==> src/rtl/row_col_cod_pkg.sv <==
`default_nettype none
// ============================================================================
// Module      : row_col_cod_pkg
// Description : Capacitor-bank array geometries shared by row/column coders.
// Revision    : 1.0 - initial release
// ============================================================================
package row_col_cod_pkg;

    localparam int LARGE_ROWS    = 5;
    localparam int LARGE_COLS    = 5;
    localparam int LARGE_WORD_W  = 5;

    localparam int MEDIUM_ROWS   = 16;
    localparam int MEDIUM_COLS   = 16;
    localparam int MEDIUM_WORD_W = 8;

    localparam int SMALL_ROWS    = 16;
    localparam int SMALL_COLS    = 16;
    localparam int SMALL_WORD_W  = 8;

    // Bits needed to hold any value 0..n inclusive.
    function automatic int idx_w(input int n);
        return (n < 2) ? 1 : $clog2(n + 1);
    endfunction

endpackage
`default_nettype wire

==> src/rtl/row_col_cod_5x5.sv <==
`default_nettype none
// ============================================================================
// Module      : row_col_cod_5x5
// Description : Large-bank 5x5 row/column coder wrapper.
// Revision    : 1.0 - initial release
// ============================================================================
module row_col_cod_5x5
    import row_col_cod_pkg::*;
(
    input  logic                    clk,
    input  logic                    rst,
    input  logic                    en,
    input  logic [LARGE_WORD_W-1:0] word,
    output logic [LARGE_ROWS-1:0]   r_all,
    output logic [LARGE_ROWS-1:0]   row,
    output logic [LARGE_COLS-1:0]   col
);

    row_col_cod #(
        .N_ROWS (LARGE_ROWS),
        .N_COLS (LARGE_COLS),
        .WORD_W (LARGE_WORD_W)
    ) u_cod (
        .clk   (clk),
        .rst   (rst),
        .en    (en),
        .word  (word),
        .r_all (r_all),
        .row   (row),
        .col   (col)
    );

endmodule
`default_nettype wire

==> src/rtl/therm_dec.sv <==
`default_nettype none
// ============================================================================
// Module      : therm_dec
// Description : Index to thermometer decoder; bit j set when j < idx.
// Revision    : 1.0 - initial release
// ============================================================================
module therm_dec #(
    parameter int WIDTH = 16,
    parameter int IDX_W = 5
) (
    input  logic [IDX_W-1:0] idx,
    output logic [WIDTH-1:0] therm
);

    generate
        for (genvar j = 0; j < WIDTH; j++) begin : g_bit
            assign therm[j] = ({{(32-IDX_W){1'b0}}, idx} > 32'(j));
        end
    endgenerate

endmodule
`default_nettype wire

==> src/rtl/row_col_cod.sv <==
`default_nettype none
// ============================================================================
// Module      : row_col_cod
// Description : Binary word to row/column unit-cell select coder, registered.
// Revision    : 1.0 - initial release
// ============================================================================
module row_col_cod
    import row_col_cod_pkg::*;
#(
    parameter int N_ROWS = MEDIUM_ROWS,
    parameter int N_COLS = MEDIUM_COLS,
    parameter int WORD_W = MEDIUM_WORD_W
) (
    input  logic              clk,
    input  logic              rst,
    input  logic              en,
    input  logic [WORD_W-1:0] word,
    output logic [N_ROWS-1:0] r_all,
    output logic [N_ROWS-1:0] row,
    output logic [N_COLS-1:0] col
);

    localparam int CELLS = N_ROWS * N_COLS;
    localparam int CNT_W = idx_w(CELLS);
    localparam int XW    = ((WORD_W > CNT_W) ? WORD_W : CNT_W) + 1;
    localparam int RI_W  = idx_w(N_ROWS);
    localparam int CI_W  = idx_w(N_COLS);

    logic [XW-1:0]     w_word_x;
    logic [XW-1:0]     w_base;
    logic [RI_W-1:0]   w_ridx;
    logic [CI_W-1:0]   w_cidx;
    logic              w_sat;
    logic [N_ROWS-1:0] w_rall;
    logic [N_ROWS-1:0] w_row;
    logic [N_COLS-1:0] w_col;

    logic [N_ROWS-1:0] r_rall;
    logic [N_ROWS-1:0] r_row;
    logic [N_COLS-1:0] r_col;

    assign w_word_x = XW'(word);
    assign w_sat    = (w_word_x >= XW'(CELLS));

    // Quotient by comparison against constant row boundaries; works for any N_COLS.
    always_comb begin
        w_ridx = '0;
        w_base = '0;
        for (int r = 1; r <= N_ROWS; r++) begin
            if (w_word_x >= XW'(r * N_COLS)) begin
                w_ridx = RI_W'(r);
                w_base = XW'(r * N_COLS);
            end
        end
    end

    assign w_cidx = w_sat ? '0 : CI_W'(w_word_x - w_base);

    always_comb begin
        w_row = '0;
        for (int i = 0; i < N_ROWS; i++) begin
            w_row[i] = (w_ridx == RI_W'(i));
        end
    end

    therm_dec #(
        .WIDTH (N_ROWS),
        .IDX_W (RI_W)
    ) u_rall_dec (
        .idx   (w_ridx),
        .therm (w_rall)
    );

    therm_dec #(
        .WIDTH (N_COLS),
        .IDX_W (CI_W)
    ) u_col_dec (
        .idx   (w_cidx),
        .therm (w_col)
    );

    always_ff @(posedge clk or negedge rst) begin
        if (!rst) begin
            r_rall <= '0;
            r_row  <= '0;
            r_col  <= '0;
        end else if (en) begin
            r_rall <= w_rall;
            r_row  <= w_row;
            r_col  <= w_col;
        end
    end

    assign r_all = r_rall;
    assign row   = r_row;
    assign col   = r_col;

endmodule
`default_nettype wire

==> config.mk <==
export PLATFORM = sky130hd
export DESIGN_NAME = row_col_cod_5x5
export DESIGN_NICKNAME = d
export VERILOG_FILES = /design/src/rtl/row_col_cod_pkg.sv /design/src/rtl/row_col_cod_5x5.sv /design/src/rtl/therm_dec.sv /design/src/rtl/row_col_cod.sv
export SDC_FILE = /design/constraint.sdc
export NUM_CORES = 1
export LEC_CHECK = 0
export ABC_CLOCK_PERIOD_IN_PS = 1000
export BUFFER_PORTS_ARGS = -buffer_cell sky130_fd_sc_hd__buf_2
export CORE_MARGIN = 2
export CORE_UTILIZATION = 35
export DETAILED_ROUTE_END_ITERATION = 10
export GPL_TIMING_DRIVEN = 0
export PLACE_DENSITY = 0.67
export SLEW_MARGIN = 25
export SYNTH_ARGS = -nofsm -noshare
export SYNTH_HDL_FRONTEND = slang
export SYNTH_SLANG_ARGS = --single-unit
==> constraint.sdc <==
create_clock -name clk -period 1 [get_ports clk]
set_input_delay 0.2 -clock clk [delete_from_list [all_inputs] [get_ports clk]]
set_output_delay 0.2 -clock clk [all_outputs]
set_load 0.005 [all_outputs]
-- After elaboration in Yosys (flattened, before gate mapping)
Cells that the tools add are included.
- output and inout bits: 15
- input port bits: 8
- bits in writable memories: 0
- memory bits (read-only): 0
- register bits after elaboration: 15
- word-level logic and storage cells: 35
- bits in latches: 0
- memories: 0
- multiply operators: 0
- bitwise gates (word level): 0
- reduce and logical (&&, ||, !) cells: 1
- $add $sub $neg: 1
- div/mod/pow operators: 0
- equal/unequal tests: 4
- mux-type cells: 11
- $lt $le $gt $ge: 15
- shifts and indexed selects: 0
- operators by type and width (operator ; count):
    two-way mux 3 bit ; 8
    > comparator 3 x 1 -> 1 bit, second input constant ; 4
    > comparator 3 x 2 -> 1 bit, second input constant ; 4
    >= comparator 5 x 4 -> 1 bit, second input constant ; 2
    >= comparator 5 bit, second input constant ; 2
    == test 3 x 2 -> 1 bit, second input constant ; 2
    > comparator 3 bit, second input constant ; 2
    >= comparator 5 x 3 -> 1 bit, second input constant ; 1
    two-way mux 2 bit ; 2
    == test 3 x 1 -> 1 bit, second input constant ; 1
    == test 3 bit, second input constant ; 1
    logical NOT 3 bit ; 1
    subtractor 3 bit ; 1
    two-way mux 1 bit ; 1

-- Logic depth before layout (Yosys ltp)
- depth in word-level cells: 9
- mapped depth: 10
- gate-level depth less buffers: 10

-- By module
From an unflattened synthesis, not the netlist that was laid out.
- cell total of the unflattened synthesis: 90
- area, all modules: 870.8 µm²
- by module, submodules not included (module ; seq. area each (µm²) ; area each (µm²) ; cells each ; instances):
    row_col_cod ; 375.4 ; 805.8 ; 80 ; 1
    therm_dec ; 0.0 ; 32.5 ; 5 ; 2

-- Worst setup path before layout
Ideal clock, no wire load.
- kind: input to register
- start: input port word[1]
- end: register u_cod.r_col[0] (netlist: u_cod.col[0])
- slack: -1.141 ns
- data arrival time: 2.059 ns
- data required time: 0.918 ns
- stages: 10
- setup time: 0.082 ns
- path buffers: 0
- path through: nand2b_1 > xnor2_1 > o21ai_0 > o21ai_1 > ha_1 > inv_1 > fa_1 > or2_1 > a311o_1 > a31oi_1
- word-level cells in the longest chain between the ends: 9
- elaborated cells on any way between the ends: 13
- classes of those cells: add/sub: 1; order compare: 6; mux: 6
- ends and longest elaborated chain (what ; line ; source):
    start, declared ; row_col_cod_5x5.sv:13 ; input logic [LARGE_WORD_W-1:0] word,
    >= comparator 5 x 3 -> 1 bit ; row_col_cod.sv:50 ; if (w_word_x >= XW'(r * N_COLS)) begin
    two-way mux 3 bit (5 in series) ; row_col_cod.sv:50 ;
    subtractor 3 bit ; row_col_cod.sv:57 ; assign w_cidx = w_sat ? '0 : CI_W'(w_word_x - w_base);
    two-way mux 3 bit * ; row_col_cod.sv:57 ;
    > comparator 3 x 1 -> 1 bit * ; therm_dec.sv:17 ; assign therm[j] = ({{(32-IDX_W){1'b0}}, idx} > 32'(j));
    end signal, assigned ; row_col_cod.sv:90 ; r_col <= w_col;
    end, declared ; row_col_cod.sv:40 ; logic [N_COLS-1:0] r_col;
Mark *: on every way between the ends. The rest lies on a longest branch, timed or not.
A chain may end at the register's enable or synchronous reset.

-- Final worst setup path
- start: input port word[1]
- end: register u_cod.r_col[1] (netlist: u_cod.col[1])
Same word-level chain as after synthesis.

==> run_results.csv <==
group,metric,value,unit
worst_setup_path,critical_path_peak_fanout,5,
grt,track_usage,0.150,
worst_setup_path,critical_path.cell_chain,"buf_8 -> buf_8 -> or4b_4 -> nand3_2 -> o21ai_2 -> ha_2 -> inv_2 -> fa_2 -> nand3b_1 -> a311o_1 -> a31oi_1",
placement,placed_area,1030,um^2
cts,cts_htree_levels,1,
synth,ys_top_cells_by_area,"sky130_fd_sc_hd__dfrtp_1 44%, sky130_fd_sc_hd__o21ai_0 4.1%, sky130_fd_sc_hd__inv_1 3.9%",
floorplanning,top_level_ports,23,
route,firstDrtPassIters,4,
route,detail_route.drc_violations,0,
cts,clock_input_transition_at_the_sequential_cells_of_the_worst_setup_and_hold_paths,0.08,ns
timing,final.min_clock_period,2.01,ns
timing,post-route-period-util,2.01,
floorplanning,die_y,53.6,um
timing,final_critical_path_setup_slack,-1.01,ns
floorplanning,start_util,0.378,
worst_setup_path,r2r-end,"u_cod.row[1]$_DFFE_PN0P_",
cts,cts-buffers-inserted,3,
grt,grt_pass1_wl,3110,um
synth,ys.warnings.count,0,
synth,share_of_the_yosys_chip_area_belonging_to_registers,0.437,
timing,hold_slack,0.215,ns
synth,synthesis.nets,103,
synth,post_synth_num_cell_types,36,
timing,finalHoldViolCount,0,
cts,ctsLongestPathBuffers,2,
route,route.detailed.wl_per_inst,12.2,um
worst_setup_path,launching_instance_or_port_of_the_critical_path,"word[1]",
timing,timing.clock.skew,0,ns
grt,first_global_vias,699,
placement,weighted_congestion_at_the_end_of_routability_driven_global_placement,0.758,
cts,cts_tree,"built",
synth,syn_inst,93,
floorplanning,rows,17,
synth,synth_most_common_cell,"sky130_fd_sc_hd__dfrtp_1",
timing,grt_setup_unrepaired,"yes",
worst_setup_path,r2r.worst_path.cells,2,
synth,postSynth.topFlopCell,"sky130_fd_sc_hd__dfrtp_1",
synth,synthDominantAreaCellType,"sky130_fd_sc_hd__dfrtp_1",
route,drt_iter0_markers,13,
floorplanning,design.core.area,2280,um^2
route,wirelength,1930,um
finish,post_route_cells_drive_above_1_share,0.431,
power_and_ir_drop,leakage,0.574,nW
worst_setup_path,critical_path_required,1.20,ns
finish,post_layout_nonfiller_instances,158,
finish,fin_util,0.544,
worst_hold_path,hp-class,"in2reg",
finish,finish.instance_area,1240,um^2
cts,worstSkewPairLatency,0.27,ns
worst_setup_path,worstSetupEndpointType,"register",
floorplanning,die_w,53.6,um
cts,clock-sinks,15,
finish,layout.nets,141,
synth,synth_top_area_frac,0.437,
synth,synth-edff-count,0,
route,drtAntennaViolNets,0,
timing,worst_slew_pin_slew,0.348,ns
worst_setup_path,worstPathArrival,2.21,ns
power_and_ir_drop,cellPowerDensity,1210,nW/um^2
placement,portBuffers,20,
timing,slew-limit-headroom,0.764,
finish,final.fill_count,210,
power_and_ir_drop,ir_drop,538,uV
synth,synth.avg_cell_area,9.24,um^2
worst_setup_path,cpPeakStageDelay,0.48,ns
floorplanning,fp.dieArea,2870,um^2
worst_setup_path,worst_setup_path_endpoint,"u_cod.col[1]$_DFFE_PN0P_",
synth,cell_area_after_synthesis,860,um^2
cts,root_buffer,"sky130_fd_sc_hd__clkbuf_4",
grt,grt_start_max_net_pins,16,
placement,detailedPlacementHpwl,1360,um
finish,antenna-diode-count,0,
route,routed-via-count,806,
route,routed_via_density,5.10,
worst_setup_path,timing.rr.start,"u_cod.row[1]$_DFFE_PN0P_",
synth,number_of_register_bits_inferred_by_synthesis,15,
worst_setup_path,r2r_setup_slk,0.16,ns
timing,fmax,497,MHz
worst_setup_path,startpoint_kind_of_the_worst_setup_timing_path,"primary input",
worst_setup_path,cpMaxStageDelayCell,"sky130_fd_sc_hd__or4b_4",
timing,setup_viol,5,
grt,antenna_violations_before_repair,0,
grt,gr-total-overflow,0,
run,max-cap-violations,0,
outcome,outcome,"finished, violations left",
outcome,failed_checks,"negative setup slack",
worst_setup_path,worstSetupPathType,"in2reg",
synth,synth_common_cells,"15 x sky130_fd_sc_hd__dfrtp_1, 9 x sky130_fd_sc_hd__inv_1, 9 x sky130_fd_sc_hd__nor2_1",
worst_hold_path,hold_path.startpoint,"word[0]",
worst_setup_path,worst_path_most_repeated_cell,"sky130_fd_sc_hd__buf_8",
finish,p_r_area_growth_vs_syn,44.1,%
timing,timing.final.max_slew_violations,0,
placement,dp.cells,141,
synth,asyncSetResetFlopFracSynth,1.00,
what timing repair did:
action                                 CTS  global route
pin swaps                               12             6
setup endpoints to repair                5            24
hold buffers                             1             0
resized for setup                       10            15
buffers inserted                         7             5
endpoints found under the hold margin   15             0
how the worst min path moves through the flow:
stage | slack (ns) | endpoint | cells after the start
final | 0.22 | u_cod.r_all[2]$_DFFE_PN0P_ | 3
after global routing | 0.23 | u_cod.r_all[2]$_DFFE_PN0P_ | 3
after CTS | 0.21 | u_cod.r_all[2]$_DFFE_PN0P_ | 3
after detailed placement | 0.12 | u_cod.row[0]$_DFFE_PN0P_ | 1
after global placement | 0.11 | u_cod.r_all[3]$_DFFE_PN0P_ | 1
after floorplan | -0.1 | u_cod.col[0]$_DFFE_PN0P_ | 0
metrics by stage:
| stage | setup TNS, ns | setup slack [ns] | power (W) |
|---|---|---|---|
| finish | -4.93 | -1.01 | 0.00150 |
| global route | -5.52 | -1.11 | 0.00159 |
| CTS | -4.88 | -1.01 | 0.00146 |
| detailed placement | -9.07 | -1.49 | 0.00109 |
| global placement | -8.74 | -1.42 | 0.00108 |
| floorplan | -5.47 | -1.10 | 0.000948 |
registers in the layout, indices dropped and copies added (netlist names):
register / cells
u_cod.col: 5
u_cod.r_all: 5
u_cod.row: 5
worst max-delay path, delay by kind of cell:
family	cells	cell delay [ns]
buf+inv	3	0.26
fa+ha+maj	2	0.41
simple gates	3	0.65
compound gates	3	0.68
layout by cell type, fill, tap and decap left out, types with 2 or more instances in the layout:
cell and instances:
sky130_fd_sc_hd__clkbuf_4 3, sky130_fd_sc_hd__inv_1 8, sky130_fd_sc_hd__mux2i_1 2, sky130_fd_sc_hd__buf_6 3
sky130_fd_sc_hd__nor2_1 9, sky130_fd_sc_hd__a31oi_1 5, sky130_fd_sc_hd__buf_2 18, sky130_fd_sc_hd__nor2b_1 2
sky130_fd_sc_hd__o21ai_0 4, sky130_fd_sc_hd__o21ai_1 2, sky130_fd_sc_hd__nand2b_4 2, sky130_fd_sc_hd__dfrtp_1 15
sky130_fd_sc_hd__a21oi_1 3, sky130_fd_sc_hd__o21ai_2 2, sky130_fd_sc_hd__buf_8 5, sky130_fd_sc_hd__nand2_1 3
sky130_fd_sc_hd__o22ai_1 3, sky130_fd_sc_hd__clkbuf_1 2, sky130_fd_sc_hd__nand3_1 3, sky130_fd_sc_hd__clkbuf_2 2
sky130_fd_sc_hd__buf_4 11, sky130_fd_sc_hd__nand2b_1 2
final cells by class:
cell class                 instances  area [um^2]  share of cell area
multi-input combinational         61          463               0.374
sequential                        15          375               0.303
timing repair buffer              33          230               0.186
buffer                             8         75.1              0.0606
tap                               28         35.0              0.0283
inverter                           9         33.8              0.0273
clock buffer                       4         26.3              0.0212
power breakdown:
| part | internal, W | switching (W) |
|---|---|---|
| sequential | 0.000674 | 0.0000300 |
| clock | 0.000155 | 0.000179 |
| combinational | 0.000244 | 0.000219 |
kinds of logic (layout without fill, tap and decap cells):
family          after synthesis  count (layout)  synth area share
mux                           3               3            0.0364
buf+inv                      17              54            0.0931
compound gates               27              27             0.207
simple gates                 28              28             0.179
xor+xnor                      1               1            0.0102
flops                        15              15             0.437
fa+ha+maj                     2               2            0.0378
metal layers:
metal  up-vias  part of all wire  track usage
li1        404                 -            -
met1       380              0.45        0.200
met2        18              0.49        0.235
met3         4             0.033       0.0194
met4         0             0.019       0.0855
met5         -                 0            0
No activity file was read; power rests on OpenSTA's default activity.
